## src/rtl/palette_arb_pkg.sv

```systemverilog
//------------------------------------------------------------------------------
// palette_arb_pkg
// Shared types and constants for the palette read arbiter.
// Revision: 1.0
//------------------------------------------------------------------------------
`default_nettype none

package palette_arb_pkg;

  typedef logic [0:0] req_id_t;

  localparam req_id_t REQ_SCANOUT      = 1'b0;
  localparam req_id_t REQ_CPU          = 1'b1;
  localparam int      MAX_PENDING_DFLT = 8;

endpackage

`default_nettype wire

```

## src/rtl/palette_arb_tag_fifo.sv

```systemverilog
//------------------------------------------------------------------------------
// palette_arb_tag_fifo
// In-order store of requester IDs for reads awaiting a palette response.
// Revision: 1.0
//------------------------------------------------------------------------------
`default_nettype none

module palette_arb_tag_fifo
  import palette_arb_pkg::*;
#(
  parameter  int DEPTH = MAX_PENDING_DFLT,
  localparam int PTR_W = $clog2(DEPTH),
  localparam int CNT_W = PTR_W + 1
) (
  input  logic             clk,
  input  logic             rst,
  input  logic             i_push,
  input  req_id_t          i_push_id,
  input  logic             i_pop,
  output req_id_t          o_head_id,
  output logic             o_full,
  output logic             o_empty,
  output logic [CNT_W-1:0] o_count
);

  req_id_t          r_mem [DEPTH];
  logic [PTR_W-1:0] r_wr_ptr;
  logic [PTR_W-1:0] r_rd_ptr;
  logic [CNT_W-1:0] r_count;
  logic             w_do_push;
  logic             w_do_pop;

  // Pointers wrap naturally because DEPTH is a power of two; the count
  // alone tells full from empty.
  assign o_full    = (r_count == CNT_W'(DEPTH));
  assign o_empty   = (r_count == '0);
  assign o_count   = r_count;
  assign o_head_id = r_mem[r_rd_ptr];
  assign w_do_push = i_push & ~o_full;
  assign w_do_pop  = i_pop & ~o_empty;

  always_ff @(posedge clk or posedge rst) begin
    if (rst) begin
      r_wr_ptr <= '0;
      r_rd_ptr <= '0;
      r_count  <= '0;
    end else begin
      if (w_do_push) r_wr_ptr <= r_wr_ptr + PTR_W'(1);
      if (w_do_pop)  r_rd_ptr <= r_rd_ptr + PTR_W'(1);
      r_count <= r_count + CNT_W'(w_do_push) - CNT_W'(w_do_pop);
    end
  end

  always_ff @(posedge clk) begin
    if (w_do_push) r_mem[r_wr_ptr] <= i_push_id;
  end

endmodule

`default_nettype wire

```

## src/rtl/palette_read_arbiter.sv

```systemverilog
//------------------------------------------------------------------------------
// palette_read_arbiter
// Two-requester read arbiter in front of a pipelined palette lookup slave.
// Define PALETTE_ARB_RR_EN for round-robin; default is fixed priority (r0).
// Revision: 1.0
//------------------------------------------------------------------------------
`default_nettype none

module palette_read_arbiter
  import palette_arb_pkg::*;
#(
  parameter  int MAX_PENDING = MAX_PENDING_DFLT,
  parameter  int ADDR_W      = 24,
  localparam int CNT_W       = $clog2(MAX_PENDING) + 1
) (
  input  logic              clk,
  input  logic              reset,
  input  logic              avs_r0_read,
  input  logic [ADDR_W-1:0] avs_r0_address,
  output logic              avs_r0_waitrequest,
  output logic [31:0]       avs_r0_readdata,
  output logic              avs_r0_readdatavalid,
  input  logic              avs_r1_read,
  input  logic [ADDR_W-1:0] avs_r1_address,
  output logic              avs_r1_waitrequest,
  output logic [31:0]       avs_r1_readdata,
  output logic              avs_r1_readdatavalid,
  output logic              avm_read,
  output logic [ADDR_W-1:0] avm_address,
  input  logic              avm_waitrequest,
  input  logic [31:0]       avm_readdata,
  input  logic              avm_readdatavalid,
  output logic [CNT_W-1:0]  pending_count,
  output logic              err_orphan
);

  req_id_t     w_gnt;
  logic        w_gnt_req;
  logic        w_issue;
  logic        w_accept;
  logic        w_pop;
  logic        w_full;
  logic        w_empty;
  req_id_t     w_head_id;
  logic        r_locked;
  req_id_t     r_lock_id;
  logic        r_r0_rdv;
  logic        r_r1_rdv;
  logic [31:0] r_r0_rdata;
  logic [31:0] r_r1_rdata;
  logic        r_err_orphan;

`ifdef PALETTE_ARB_RR_EN
  req_id_t     r_rr_prio;

  // Priority goes to whichever requester was not accepted last.
  always_ff @(posedge clk or posedge reset) begin
    if (reset)         r_rr_prio <= REQ_SCANOUT;
    else if (w_accept) r_rr_prio <= ~w_gnt;
  end
`endif

  always_comb begin
    w_gnt = REQ_SCANOUT;
    if (r_locked) begin
      w_gnt = r_lock_id;
    end else if (avs_r0_read && avs_r1_read) begin
`ifdef PALETTE_ARB_RR_EN
      w_gnt = r_rr_prio;
`else
      w_gnt = REQ_SCANOUT;
`endif
    end else if (avs_r1_read) begin
      w_gnt = REQ_CPU;
    end
  end

  // Reset gates the combinational master side so nothing escapes while held.
  assign w_gnt_req   = (w_gnt == REQ_CPU) ? avs_r1_read : avs_r0_read;
  assign w_issue     = w_gnt_req & ~w_full & ~reset;
  assign w_accept    = w_issue & ~avm_waitrequest;
  assign w_pop       = avm_readdatavalid & ~w_empty;
  assign avm_read    = w_issue;
  assign avm_address = !w_issue ? '0 :
                       (w_gnt == REQ_CPU) ? avs_r1_address : avs_r0_address;

  assign avs_r0_waitrequest = ~(w_accept && (w_gnt == REQ_SCANOUT));
  assign avs_r1_waitrequest = ~(w_accept && (w_gnt == REQ_CPU));

  palette_arb_tag_fifo #(
    .DEPTH (MAX_PENDING)
  ) u_tag_fifo (
    .clk       (clk),
    .rst       (reset),
    .i_push    (w_accept),
    .i_push_id (w_gnt),
    .i_pop     (w_pop),
    .o_head_id (w_head_id),
    .o_full    (w_full),
    .o_empty   (w_empty),
    .o_count   (pending_count)
  );

  always_ff @(posedge clk or posedge reset) begin
    if (reset) begin
      r_locked     <= 1'b0;
      r_lock_id    <= REQ_SCANOUT;
      r_r0_rdv     <= 1'b0;
      r_r1_rdv     <= 1'b0;
      r_r0_rdata   <= '0;
      r_r1_rdata   <= '0;
      r_err_orphan <= 1'b0;
    end else begin
      // A stalled issue freezes the grant until the slave takes it.
      r_locked  <= w_issue & avm_waitrequest;
      r_lock_id <= w_gnt;
      r_r0_rdv  <= w_pop && (w_head_id == REQ_SCANOUT);
      r_r1_rdv  <= w_pop && (w_head_id == REQ_CPU);
      if (w_pop && (w_head_id == REQ_SCANOUT)) r_r0_rdata <= avm_readdata;
      if (w_pop && (w_head_id == REQ_CPU))     r_r1_rdata <= avm_readdata;
      if (avm_readdatavalid && w_empty)        r_err_orphan <= 1'b1;
    end
  end

  assign avs_r0_readdatavalid = r_r0_rdv;
  assign avs_r1_readdatavalid = r_r1_rdv;
  assign avs_r0_readdata      = r_r0_rdata;
  assign avs_r1_readdata      = r_r1_rdata;
  assign err_orphan           = r_err_orphan;

endmodule

`default_nettype wire

```

## config.mk

```make
export PLATFORM = sky130hd
export DESIGN_NAME = palette_read_arbiter
export DESIGN_NICKNAME = d
export VERILOG_FILES = /design/src/rtl/palette_arb_pkg.sv /design/src/rtl/palette_arb_tag_fifo.sv /design/src/rtl/palette_read_arbiter.sv
export SDC_FILE = /design/constraint.sdc
export NUM_CORES = 1
export LEC_CHECK = 0
export CORE_UTILIZATION = 35
export CTS_CLUSTER_SIZE = 28
export DETAILED_ROUTE_END_ITERATION = 8
export PLACE_DENSITY = 0.7
export SKIP_CTS_REPAIR_TIMING = 1
export SLEW_MARGIN = 20
export SYNTH_ARGS = -nofsm -noshare
export SYNTH_HDL_FRONTEND = slang
export SYNTH_SLANG_ARGS = --single-unit
```

## constraint.sdc

```tcl
create_clock -name clk -period 5.3 [get_ports clk]
set_input_delay 0.53 -clock clk [delete_from_list [all_inputs] [get_ports clk]]
set_output_delay 0.53 -clock clk [all_outputs]
set_load 0.01 [all_outputs]
```

==> run metrics <==
Die W 108 um; Synth cell types 36; antenna diode count 0; Leak Pwr 0.00249 uW; worst-margin pin slew 0.848 ns; Fin. Hold Viols 0; crit path DAT 3.10 ns; synthesized area 3920 um2; Seq/Total Area, Yosys 0.566; CORE AREA approximately 11,000 um2; Avg Cell Area, Syn 12.5 um2; Vert. Die Dim 108 um; clock buffer depth 2; DR DRC count 0; Clock Sinks slightly below 90; Synth Register Bits between 80 and 90; CP endpoint kind output pin; fmax 275 MHz; Power Total 3260 uW; leading cell types in the layout, fill and taps excluded clkdlybuf4s50_1, dfrtp_1, mux2_2; global-route wire length before repair between 10,000 and 15,000 um; Worst slew margin 0.434; # rows 38; TritonCTS clock tree yes; post-layout minimum cycle time between 3 and 4 ns; Overflow after GRT 0; Total Routed Length 9180 um; layout net count between 500 and 600; RSZ-0062 raised after global routing no; initial DRC count roughly 120; input/output buffers 183; CP Class input pin to output pin; most common cell after layout, fill and taps aside clkdlybuf4s50_1; effective utilization at floorplan 0.360; Worst Path Max Fanout 34; Post-Synthesis Cells 314; # H-tree levels 3; run status completed; GR Layer Usage met1 0.185; dpl cell area 5830 um2; Total GRT Usage 0.163; clock slew at reported path FFs 0.08 ns; Final Cycle Share 0.685; layout cells sized above 1 0.176; Setup-failing EPs final 0; Post-DRT Antenna Nets 0; drt wl/cell 14.4 um; Syn Nets ~410; Final Wtd Congestion about 0.80; setup TNS 0 ns; power per cell area about 540 nW/um2; initial antenna violation count 0; GRT Max-Usage Layer met2; area grow syn2layout 54.3%; main flop type after synthesis dfrtp_1; Vias/cell around 4.7; largest net degree at the start of global routing 49; vias 3,034; Worst Hold Class flop to flop; First-pass DRT Iterations 4; Detailed Place HPWL 6790 um; Max VDD drop 254 uV; final setup skew a little under 0.006 ns; root buffer cell clkbuf_8; clk_lat worst skew 0.34 ns; Worst EP required 4.77 ns; M3 GR Usage 0.0490; Slew Limit Fails 0; CP startpoint kind input pin; Post-synth ARST share 0.908; die area 11,600 um2; I/O pin cnt 184; Final Cell Area 6040 um2; Ys Warns 0; vias in the first global route about 3.1k; met2 Use GR 0.280; Num CTS Buffers 9; count of flip-flops with a built-in enable after synthesis 8; maxcap violations 0
-- report_power, final --
part	internal [uW]	switching, uW
Clock	274	215
Sequential	988	183
Combinational	974	628
Total	2240	1030
-- metal layers --
layer / wire length, um / up-vias
met2: 4380 / 156
li1: - / 1429
met4: 176 / 0
met5: 0 / -
met3: 856 / 12
met1: 3770 / 1437
-- through the flow --
stage                     hold slack [ns]  setup WS [ns]  instances  utilization
after global routing                0.487           1.49        639        0.555
after global placement              0.452           1.72        624        0.535
final                               0.475           1.67        639        0.555
after CTS                           0.479           1.63        639        0.555
after detailed placement            0.459           1.64        624        0.535
after floorplan                     0.485           2.75        314            -
-- cell usage after synthesis, types with 2 or more instances --
cell type  instances  area, um2
nor2b_1            2       12.5
inv_1             13       48.8
nand2_1           56        210
mux2i_1            4       40.0
edfxtp_1           8        240
mux2_2            63        709
nor4_1             2       12.5
nor3_1             4       20.0
nor4b_1            3       26.3
a21oi_1           26        130
mux2_1             2       22.5
xor2_1             2       17.5
nor2_1             3       11.3
nand3b_1           2       15.0
clkbuf_1           7       26.3
dfrtp_1           79       1980
xnor2_1            4       35.0
buf_6              7       78.8
nand2b_1           3       18.8
ha_1               8        100
-- logic make-up after synthesis --
kind of cell | after synthesis | synth area share
AOI/OAI and AO/OA | 33 | 0.0531
muxes | 69 | 0.197
buffers and inverters | 30 | 0.0435
xor gates and xnor gates | 6 | 0.0134
adders and majority gates | 9 | 0.0307
DFF | 87 | 0.566
and+or+nand+nor | 80 | 0.0959
-- state kept, by name (all words and copies together) (netlist names) --
name,cells
avs_r1_readdatavalid,1
u_tag_fifo.r_wr_ptr,3
avs_r1_readdata,32
u_tag_fifo.r_rd_ptr,3
r_locked,1
r_lock_id,1
err_orphan,1
avs_r0_readdatavalid,1
u_tag_fifo.o_count,4
avs_r0_readdata,32
u_tag_fifo.r_mem,8
-- final timing paths --
path | cells past startpoint | from | endpoint | slack (ns)
worst max-delay path | 8 | avs_r0_read | avm_address[0] | 1.67
worst min-delay path | 1 | err_orphan$_DFFE_PP0P_ | err_orphan$_DFFE_PP0P_ | 0.47
worst max register to register | 8 | u_tag_fifo.o_count[2]$_DFF_PP0_ | u_tag_fifo.o_count[2]$_DFF_PP0_ | 3.00
worst min register to register | 1 | err_orphan$_DFFE_PP0P_ | err_orphan$_DFFE_PP0P_ | 0.47
max in group asynchronous | 3 | reset | avs_r0_readdata[18]$_DFFE_PP0P_ | 3.69
min in group asynchronous | 2 | reset | u_tag_fifo.o_count[2]$_DFF_PP0_ | 0.70
-- critical path, stage by stage --
cell and delay, ns:
clkdlybuf4s50_1 0.47, nand2b_1 0.11, o21a_1 0.11, buf_4 0.26
clkinv_1 0.72, nand2_1 0.27, a21oi_1 0.11, clkdlybuf4s50_1 0.52
-- final cells by class --
cell class	instances	area, um2
clock buffer	11	141
inverter	14	53.8
clock inverter	4	70.1
sequential	87	2220
multi-input combinational	197	1530
tap	140	175
fill	975	4850
timing repair buffer	186	1850
(Power assumes the default switching activity.)
